File: src/rtl/vlu_pkg.sv
// Shared types and constants for the vector load unit.
package vlu_pkg;

  // Control FSM states; exported on the debug state port.
  typedef enum logic [1:0] {
    IDLE  = 2'd0,
    ISSUE = 2'd1,
    DRAIN = 2'd2,
    DONE  = 2'd3
  } vlu_state_t;

  // Deepest memory read latency the tag pipeline is built for.
  localparam int MAX_MEM_LAT = 4;

  // Width of an element count able to hold 0..vlen.
  function automatic int vlu_len_w(input int vlen);
    return $clog2(vlen + 1);
  endfunction

endpackage

File: src/rtl/vlu_tag_pipe.sv
// Tag pipeline for the vector load unit: carries {valid, element index}
// alongside each in-flight read so the returning data lands in the right
// vector slot. LAT=0 is a combinational pass-through.
module vlu_tag_pipe #(
  parameter int LAT   = 0,
  parameter int IDX_W = 5
) (
  input  logic             clk,
  input  logic             rst,
  input  logic             push_valid_i,
  input  logic [IDX_W-1:0] push_idx_i,
  output logic             pop_valid_o,
  output logic [IDX_W-1:0] pop_idx_o,
  output logic             empty_o
);

  if (LAT == 0) begin : g_bypass
    // Combinational memory: the tag emerges in the cycle it is issued.
    logic unused_clk_rst;
    assign unused_clk_rst = clk ^ rst;
    assign pop_valid_o    = push_valid_i;
    assign pop_idx_o      = push_idx_i;
    assign empty_o        = 1'b1;
  end else begin : g_pipe
    logic [LAT-1:0]            valid_q;
    logic [LAT-1:0][IDX_W-1:0] idx_q;

    // Shift tags one stage per cycle; reset clears every stage.
    always_ff @(posedge clk or negedge rst) begin
      if (!rst) begin
        valid_q <= '0;
        idx_q   <= '0;
      end else begin
        valid_q[0] <= push_valid_i;
        idx_q[0]   <= push_idx_i;
        for (int s = 1; s < LAT; s++) begin
          valid_q[s] <= valid_q[s-1];
          idx_q[s]   <= idx_q[s-1];
        end
      end
    end

    assign pop_valid_o = valid_q[LAT-1];
    assign pop_idx_o   = idx_q[LAT-1];

    // Empty means nothing remains behind the tag now leaving the last stage,
    // so the pipe is fully drained once this cycle's capture completes.
    always_comb begin
      empty_o = 1'b1;
      for (int s = 0; s < LAT - 1; s++) begin
        if (valid_q[s]) empty_o = 1'b0;
      end
    end
  end

endmodule

File: src/rtl/vector_load_unit.sv
// Vector load unit: issues len strided reads (len clamped to VLEN), collects
// the returning data into a vector image and pulses done when complete.
// Optional build macro VLU_ADDR_BOUND_CHECK_EN: stop issuing when the address
// accumulator carries out, drain in-flight reads and report error.
// Handshake: start is sampled only in IDLE; busy is high while reads are
// issued or in flight; done is a single-cycle pulse with busy low.
module vector_load_unit
  import vlu_pkg::*;
#(
  parameter int VLEN    = 20,
  parameter int DATA_W  = 10,
  parameter int ADDR_W  = 6,
  parameter int MEM_LAT = 0
) (
  input  logic                          clk,
  input  logic                          rst,
  input  logic                          start,
  input  logic [ADDR_W-1:0]             base_address,
  input  logic [ADDR_W-1:0]             stride,
  input  logic [vlu_len_w(VLEN)-1:0]    length,
  input  logic [DATA_W-1:0]             read_data,
  output logic [ADDR_W-1:0]             read_address,
  output logic                          read_en,
  output logic [DATA_W-1:0]             scalar_data,
  output logic [VLEN-1:0][DATA_W-1:0]   vector_data,
  output logic                          busy,
  output logic                          done,
  output logic                          error,
  output vlu_state_t                    dbg_state_o
);

  localparam int LEN_W = vlu_len_w(VLEN);
  localparam int LAT   = (MEM_LAT > MAX_MEM_LAT) ? MAX_MEM_LAT : MEM_LAT;

  vlu_state_t                state_q, state_d;
  logic [ADDR_W-1:0]         acc_q, acc_d;
  logic [ADDR_W-1:0]         stride_q;
  logic [LEN_W-1:0]          len_q, idx_q, idx_d;
  logic [VLEN-1:0][DATA_W-1:0] vec_q;
  logic [LEN_W-1:0]          len_clamped;
  logic                      accept;
  logic                      push_valid, pop_valid, pipe_empty;
  logic [LEN_W-1:0]          pop_idx;

`ifdef VLU_ADDR_BOUND_CHECK_EN
  logic              ovf_q, ovf_d, err_q, err_d;
  logic [ADDR_W:0]   acc_sum;
  assign acc_sum = {1'b0, acc_q} + {1'b0, stride_q};
`endif

  assign len_clamped = (length > LEN_W'(VLEN)) ? LEN_W'(VLEN) : length;

  // Next-state, address issue and tag push.
  always_comb begin
    state_d      = state_q;
    acc_d        = acc_q;
    idx_d        = idx_q;
    accept       = 1'b0;
    read_en      = 1'b0;
    read_address = '0;
    push_valid   = 1'b0;
`ifdef VLU_ADDR_BOUND_CHECK_EN
    ovf_d        = ovf_q;
    err_d        = err_q;
`endif
    case (state_q)
      IDLE: begin
        if (start) begin
          accept  = 1'b1;
          acc_d   = base_address;
          idx_d   = '0;
          state_d = (len_clamped == '0) ? DONE : ISSUE;
`ifdef VLU_ADDR_BOUND_CHECK_EN
          ovf_d   = 1'b0;
          err_d   = 1'b0;
`endif
        end
      end
      ISSUE: begin
`ifdef VLU_ADDR_BOUND_CHECK_EN
        // ovf_q marks that the current element's true address passed the top.
        if (ovf_q) begin
          err_d   = 1'b1;
          state_d = (LAT == 0) ? DONE : DRAIN;
        end else begin
          read_en      = 1'b1;
          read_address = acc_q;
          push_valid   = 1'b1;
          acc_d        = acc_sum[ADDR_W-1:0];
          ovf_d        = acc_sum[ADDR_W];
          idx_d        = idx_q + 1'b1;
          if (idx_q == len_q - 1'b1) state_d = (LAT == 0) ? DONE : DRAIN;
        end
`else
        read_en      = 1'b1;
        read_address = acc_q;
        push_valid   = 1'b1;
        acc_d        = acc_q + stride_q;
        idx_d        = idx_q + 1'b1;
        if (idx_q == len_q - 1'b1) state_d = (LAT == 0) ? DONE : DRAIN;
`endif
      end
      DRAIN: begin
        if (pipe_empty) state_d = DONE;
      end
      DONE: begin
        state_d = IDLE;
      end
      default: state_d = IDLE;
    endcase
  end

  // Control and address registers.
  always_ff @(posedge clk or negedge rst) begin
    if (!rst) begin
      state_q  <= IDLE;
      acc_q    <= '0;
      stride_q <= '0;
      len_q    <= '0;
      idx_q    <= '0;
    end else begin
      state_q <= state_d;
      acc_q   <= acc_d;
      idx_q   <= idx_d;
      if (accept) begin
        stride_q <= stride;
        len_q    <= len_clamped;
      end
    end
  end

`ifdef VLU_ADDR_BOUND_CHECK_EN
  // Overflow tracking and the sticky error flag.
  always_ff @(posedge clk or negedge rst) begin
    if (!rst) begin
      ovf_q <= 1'b0;
      err_q <= 1'b0;
    end else begin
      ovf_q <= ovf_d;
      err_q <= err_d;
    end
  end
  assign error = err_q;
`else
  assign error = 1'b0;
`endif

  vlu_tag_pipe #(
    .LAT   (LAT),
    .IDX_W (LEN_W)
  ) u_tag_pipe (
    .clk          (clk),
    .rst          (rst),
    .push_valid_i (push_valid),
    .push_idx_i   (idx_q),
    .pop_valid_o  (pop_valid),
    .pop_idx_o    (pop_idx),
    .empty_o      (pipe_empty)
  );

  // Vector image: cleared on an accepted start, filled as tags emerge.
  always_ff @(posedge clk or negedge rst) begin
    if (!rst) begin
      vec_q <= '0;
    end else if (accept) begin
      vec_q <= '0;
    end else if (pop_valid) begin
      vec_q[pop_idx] <= read_data;
    end
  end

  assign vector_data = vec_q;
  assign scalar_data = vec_q[0];
  assign busy        = (state_q == ISSUE) || (state_q == DRAIN);
  assign done        = (state_q == DONE);
  assign dbg_state_o = state_q;

endmodule
File: config.mk
export PLATFORM = sky130hd
export DESIGN_NAME = vector_load_unit
export DESIGN_NICKNAME = d
export VERILOG_FILES = /design/src/rtl/vlu_pkg.sv /design/src/rtl/vlu_tag_pipe.sv /design/src/rtl/vector_load_unit.sv
export SDC_FILE = /design/constraint.sdc
export NUM_CORES = 1
export LEC_CHECK = 0
export ABC_AREA = 1
export BUFFER_PORTS_ARGS = -buffer_cell sky130_fd_sc_hd__buf_4
export CAP_MARGIN = 20
export CELL_PAD_IN_SITES_DETAIL_PLACEMENT = 2
export CELL_PAD_IN_SITES_GLOBAL_PLACEMENT = 2
export CORE_MARGIN = 2
export CORE_UTILIZATION = 32
export DETAILED_ROUTE_END_ITERATION = 10
export GPL_ROUTABILITY_DRIVEN = 0
export GPL_TIMING_DRIVEN = 1
export MAX_ROUTING_LAYER = met4
export PLACE_DENSITY_LB_ADDON = 0.1
export RECOVER_POWER = 25
export SYNTH_ARGS = -nofsm -noshare
export SYNTH_HDL_FRONTEND = slang
export SYNTH_SLANG_ARGS = --single-unit
File: constraint.sdc
create_clock -name clk -period 2.5 [get_ports clk]
set_clock_uncertainty 0.2 [all_clocks]
set_input_delay 0.375 -clock clk [delete_from_list [all_inputs] [get_ports clk]]
set_output_delay 0.375 -clock clk [all_outputs]
set_load 0.01 [all_outputs]
# Yosys cells after proc, flatten, opt, wreduce, memory -nomap -nowiden
# Cells that the tools add are included.
totals:
  romBits: 0
  word_cells: 63
  register_bits: 224
  mem_count: 0
  out_inout_bits: 222
  in_bits: 30
  ramBits: 0
  latchBits: 0
op_classes:
  mul: 0
  div_mod_pow: 0
  n_lt_le_gt_ge: 3
  n_addsub: 3
  eq_ne: 6
  mux: 18
  reduce_logical: 8
  n_shift: 0
  n_bitwise: 0
ops:
  columns: ["operator", "n"]
  rows:
  - ["$mux W200", 2]
  - ["$bwmux W200", 1]
  - ["$demux W10 S5", 1]
  - ["$mux W6", 2]
  - ["$pmux W6 S2", 1]
  - ["$mux W10", 1]
  - ["$mux W5", 2]
  - ["$pmux W5 S2", 1]
  - ["$pmux W2 S4", 1]
  - ["$add A6 B6 Y6", 1]
  - ["$lt A5 B6 Y1 const B", 1]
  - ["$mux W2", 3]
  - ["$add A5 B1 Y5 const B", 1]
  - ["$eq A5 B5 Y1", 1]
  - ["$ge A5 B1 Y1 const B", 1]
  - ["$gt A5 B5 Y1 const B", 1]
  - ["$logic_not A5 Y1", 1]
  - ["$sub A5 B1 Y5 const B", 1]
  - ["$eq A2 B2 Y1 const B", 2]
  - ["$ne A2 B2 Y1 const B", 2]
  - ["$reduce_and A2 Y1", 2]
  - ["$reduce_bool A2 Y1", 2]
  - ["$mux W1", 3]
  - ["$eq A2 B1 Y1 const B", 1]
  - ["other kinds (3)", 3]

# Longest topological paths before layout
logic_depth:
  ltp_word: 7
  depth_mapped: 12
  mapped_depth_nobuf: 12

# Cells and area by module
# Synthesis repeated with hierarchy kept, for this count alone.
hier_totals:
  hier_cells: 993
  hier_area_um2: 9506.6
modules_own_cells:
  columns: ["mod", "n_inst", "seq_area_each_um2", "area_per_inst_um2", "cells_per_inst"]
  rows:
  - ["vector_load_unit", 1, 5605.4, 9450.3, 985]
  - ["vlu_tag_pipe", 1, 0.0, 56.3, 8]

# Least setup slack after synthesis
# No wires, ideal clock.
synth_path:
  kind: "register to output"
  startpoint: "register state_q[1] (netlist: dbg_state_o[1])"
  endpoint: "output port read_address[0]"
  arrival_time_ns: 1.433
  path_buffers: 3
  setup_slack_ns: 0.492
  stages_incl_launch_ff: 8
  required_time_ns: 1.925
  cell_sequence: "dfrtp_1 > inv_1 > ha_1 > buf_4 > buf_4 > buf_2 > nand2_1 > inv_1"
synth_via:
  elab_chain_cells: 2
synth_rtl:
  columns: ["element", "line", "source"]
  rows:
  - ["from (decl)", "vector_load_unit.sv:35", "vlu_state_t state_q, state_d;"]
  - ["from (signal assigned)", "vector_load_unit.sv:122", "state_q <= state_d;"]
  - ["$eq A2 B1 Y1", "vector_load_unit.sv:66", "case (state_q)"]
  - ["$mux W6", "vector_load_unit.sv:66", null]
  - ["to (decl)", "vector_load_unit.sv:22", "output logic [ADDR_W-1:0] read_address,"]
# Every way passes these cells.

# Final worst setup path
# Ends and elaborated chain as after synthesis.

==> results.sh <==
export IMPL_syn_nets=1014
export IMPL_rr_startpoint="dbg_state_o[1]$_DFFE_PN0P_"
export IMPL_hold_path_end="acc_q[5]$_DFFE_PN0P_"
export IMPL_rows=62
export IMPL_cp_start_kind="flip-flop"
export IMPL_mostFrequentLayoutCells="buf_4, dfrtp_1, nand3_1"
export IMPL_violations="max-capacitance violations, max-slew violations"
export IMPL_core_sq_um=28800
export IMPL_final_period_utilization_pct=93.6
export IMPL_fill_cells=3064
export IMPL_final_common_cell="buf_4"
export IMPL_cts_tree="done"
export IMPL_slowest_stage="dfrtp_1"
export IMPL_antenna_found_initial=0
export IMPL_dieArea_sq_um=30600
export IMPL_num_io_pins=252
export IMPL_cts_root_buf="clkbuf_16"
export IMPL_internal_power_w=0.00923
export IMPL_yosys_warnings=0
export IMPL_clock_latency_ns=0.52
export IMPL_drive_gt1_share_pct=28.1
export IMPL_fin_area_sq_um=12600
export IMPL_n_antenna_cell=0
export IMPL_status="complete, but fails checks"
export IMPL_maxSlewViolCount=55
export IMPL_dr_pass1_iters=4
export IMPL_clkTransAtPathRegs_ns=0.06
export IMPL_clock_fmax_ghz=0.427
export IMPL_clkSinkCount=224
export IMPL_worstSetupPathType="reg -> out"
export IMPL_num_vias=8148
export IMPL_synth_area_sq_um=9360
export IMPL_path_buf_inv=4
export IMPL_power_density_nw_per_um2=1160
export IMPL_path_delay_family="buffers and inverters"
export IMPL_final_antenna_net_count=0
export IMPL_synthesis_instances=968
export IMPL_synth_seq_area_share_pct=59.9
export IMPL_finalSetupViolCount=0
export IMPL_grt_usage_pct=22.6
export IMPL_arrival_ns=1.77
export IMPL_via_per_inst=5.08
export IMPL_path_cells="inv_1 > ha_1 > buf_4 > nand2_1 > inv_1 > buf_4"
export IMPL_switching_share_pct=37.1
export IMPL_die_y_microns=175
export IMPL_grt_max_degree=67
export IMPL_regToRegEndpoint="vector_data[125]$_DFFE_PN0P_"
export IMPL_cts_buffers=27
export IMPL_power_switching_w=0.00544
export IMPL_period_needed_ns=2.34
export IMPL_holdWs_ns=0.0257
export IMPL_htree_levels=1
export IMPL_timing_final_hold_violations=0
export IMPL_hold_path_depth=5
export IMPL_leakage_nw=6.26
export IMPL_numPortBuffers=250
export IMPL_maxCapViolCount=1
export IMPL_cts_setup_buffers=0
export IMPL_crit_required_ns=1.92
export IMPL_grt_pass1_vias=8628
export IMPL_slew_headroom_pct=-2.32
export IMPL_pwr_share_seq_pct=36.5
export IMPL_clkPwrFrac_pct=26.9
export IMPL_ys_types=28
export IMPL_worstMarginPinSlew_ns=1.53
export IMPL_dp_hpwl_mm=22.9
export IMPL_worstHoldStart="base_address[5]"
export IMPL_peakVddDrop_v=0.000486
export IMPL_grt_pass1_wl_mm=52.5
export IMPL_syn_to_final_growth_pct=34.7
export IMPL_routed_wl_mm=33.7
export IMPL_comb_power_share_pct=36.5
export IMPL_max_stage_delay_ns=0.43
export IMPL_syn_area_per_cell_sq_um=9.67
export IMPL_die_x_microns=175
export IMPL_r2r_slack_ns=0.18
export IMPL_cp_max_fo=10
export IMPL_rsz0062_at_grt="true"
export IMPL_grt_overflow_total=0
export IMPL_wl_per_cell_microns=21.0
export IMPL_reg2regPathDepth=6
export IMPL_fin_nets=1246
export IMPL_cts_buffer_depth=3
export IMPL_critPathCaptureType="output pin"
export IMPL_drc=0
export IMPL_min_path_type="in -> reg"
export IMPL_start_util_pct=32.5
export IMPL_ys_ff_latch=224
export IMPL_drt_iter0_markers=417
export IMPL_post_dp_cell_area_sq_um=11600
layer usage:
layer  share of wire [%]  wire (microns)  vias up  global-route usage (%)
met2                  48           16000      206                    36.0
met5                   0               0        -                       -
met4                0.96             325        0                    3.37
li1                    -               -     3757                       -
met3                 6.6            2220       23                    5.07
met1                  45           15100     4162                    30.2
area by class of cell:
cell class	instances	area, sq um	share of cell area, %
Multi-Input combinational cell	605	3100	24.6
Clock inverter	4	70.1	0.556
Timing Repair Buffer	305	2390	18.9
Clock buffer	44	830	6.58
Sequential cell	224	5610	44.4
Tap cell	384	480	3.81
Inverter	37	139	1.10
power groups by stage:
stage	Sequential (W)	Combinational (W)	Clock, W
after CTS	0.00537	0.00549	0.00406
after floorplan	0.00553	0.00257	0
after global routing	0.00549	0.00598	0.00421
final	0.00536	0.00536	0.00395
after detailed placement	0.00541	0.00541	0
after global placement	0.00538	0.00527	0
metrics by stage:
step	worst slack (ns)	cells	total power [W]	utilization, %	setup TNS, ns
5_1_grt	-0.0196	1603	0.0157	43.8	-0.0353
6_report	0.160	1603	0.0147	43.8	0
3_3_place_gp	0.195	1538	0.0107	40.2	0
2_1_floorplan	0.492	968	0.00810	-	0
4_1_cts	0.119	1603	0.0149	43.9	0
3_5_place_dp	0.145	1538	0.0108	40.2	0
cells in the mapped netlist:
cell type | count | area, sq um
nand3_2 | 4 | 40.0
inv_2 | 3 | 11.3
ha_1 | 15 | 188
nor2_1 | 25 | 93.8
o21ai_0 | 204 | 1020
a21oi_1 | 7 | 35.0
a31oi_1 | 4 | 25.0
or2_2 | 3 | 18.8
nand3_1 | 213 | 1070
dfrtp_1 | 224 | 5610
buf_4 | 22 | 165
nor3_4 | 1 | 16.3
o21ai_4 | 1 | 16.3
clkbuf_2 | 8 | 40.0
buf_2 | 42 | 210
nand2_1 | 97 | 364
inv_1 | 34 | 128
nand2_2 | 2 | 12.5
clkbuf_1 | 29 | 109
buf_6 | 1 | 11.3
xnor2_1 | 1 | 8.76
xor2_1 | 1 | 8.76
o21ai_1 | 10 | 50.1
conb_1 | 1 | 3.75
fa_1 | 1 | 20.0
nor2_4 | 1 | 11.3
nand4_1 | 12 | 75.1
nor3_1 | 2 | 10.0
sequential cells by signal, summed over array words and instances, names as in the netlist:
signal	count
idx_q	5
dbg_state_o	2
len_q	5
acc_q	6
stride_q	6
vector_data	190
scalar_data	10
worst max-delay path by stage:
stage                               startpoint                           end  slack, ns  depth (start not counted)
floorplan           dbg_state_o[1]$_DFFE_PN0P_               read_address[0]       0.49                          7
global placement    dbg_state_o[0]$_DFFE_PN0P_   vector_data[85]$_DFFE_PN0P_       0.19                          6
detailed placement  dbg_state_o[1]$_DFFE_PN0P_   vector_data[95]$_DFFE_PN0P_       0.15                          6
CTS                 dbg_state_o[1]$_DFFE_PN0P_               read_address[2]       0.12                          6
global route        dbg_state_o[1]$_DFFE_PN0P_  vector_data[107]$_DFFE_PN0P_      -0.02                          6
finish              dbg_state_o[1]$_DFFE_PN0P_               read_address[0]       0.16                          6
cells by family (layout without fill, tap and decap cells):
logic type | after synthesis | after routing | share of synthesized area (%)
other | 1 | 1 | 0.0400
AOI/OAI and AO/OA | 226 | 226 | 12.3
xor gates and xnor gates | 2 | 2 | 0.187
DFF | 224 | 224 | 59.9
adders and majority gates | 16 | 16 | 2.22
buffers and inverters | 139 | 390 | 7.20
and+or+nand+nor | 360 | 360 | 18.2
tightest hold or removal path, delay by kind of cell:
kind                   cells  cell delay [ns]
and+or+nand+nor            3             0.17
AOI/OAI and AO/OA          1             0.09
buffers and inverters      1             0.08
what timing repair did:
item                                    CTS  global route
endpoints found under the setup margin    0             2
resized for setup                         0             0
hold endpoints to repair                 77             0
hold buffers                             17             0
Note: power is estimated with default switching activity, not from simulation.
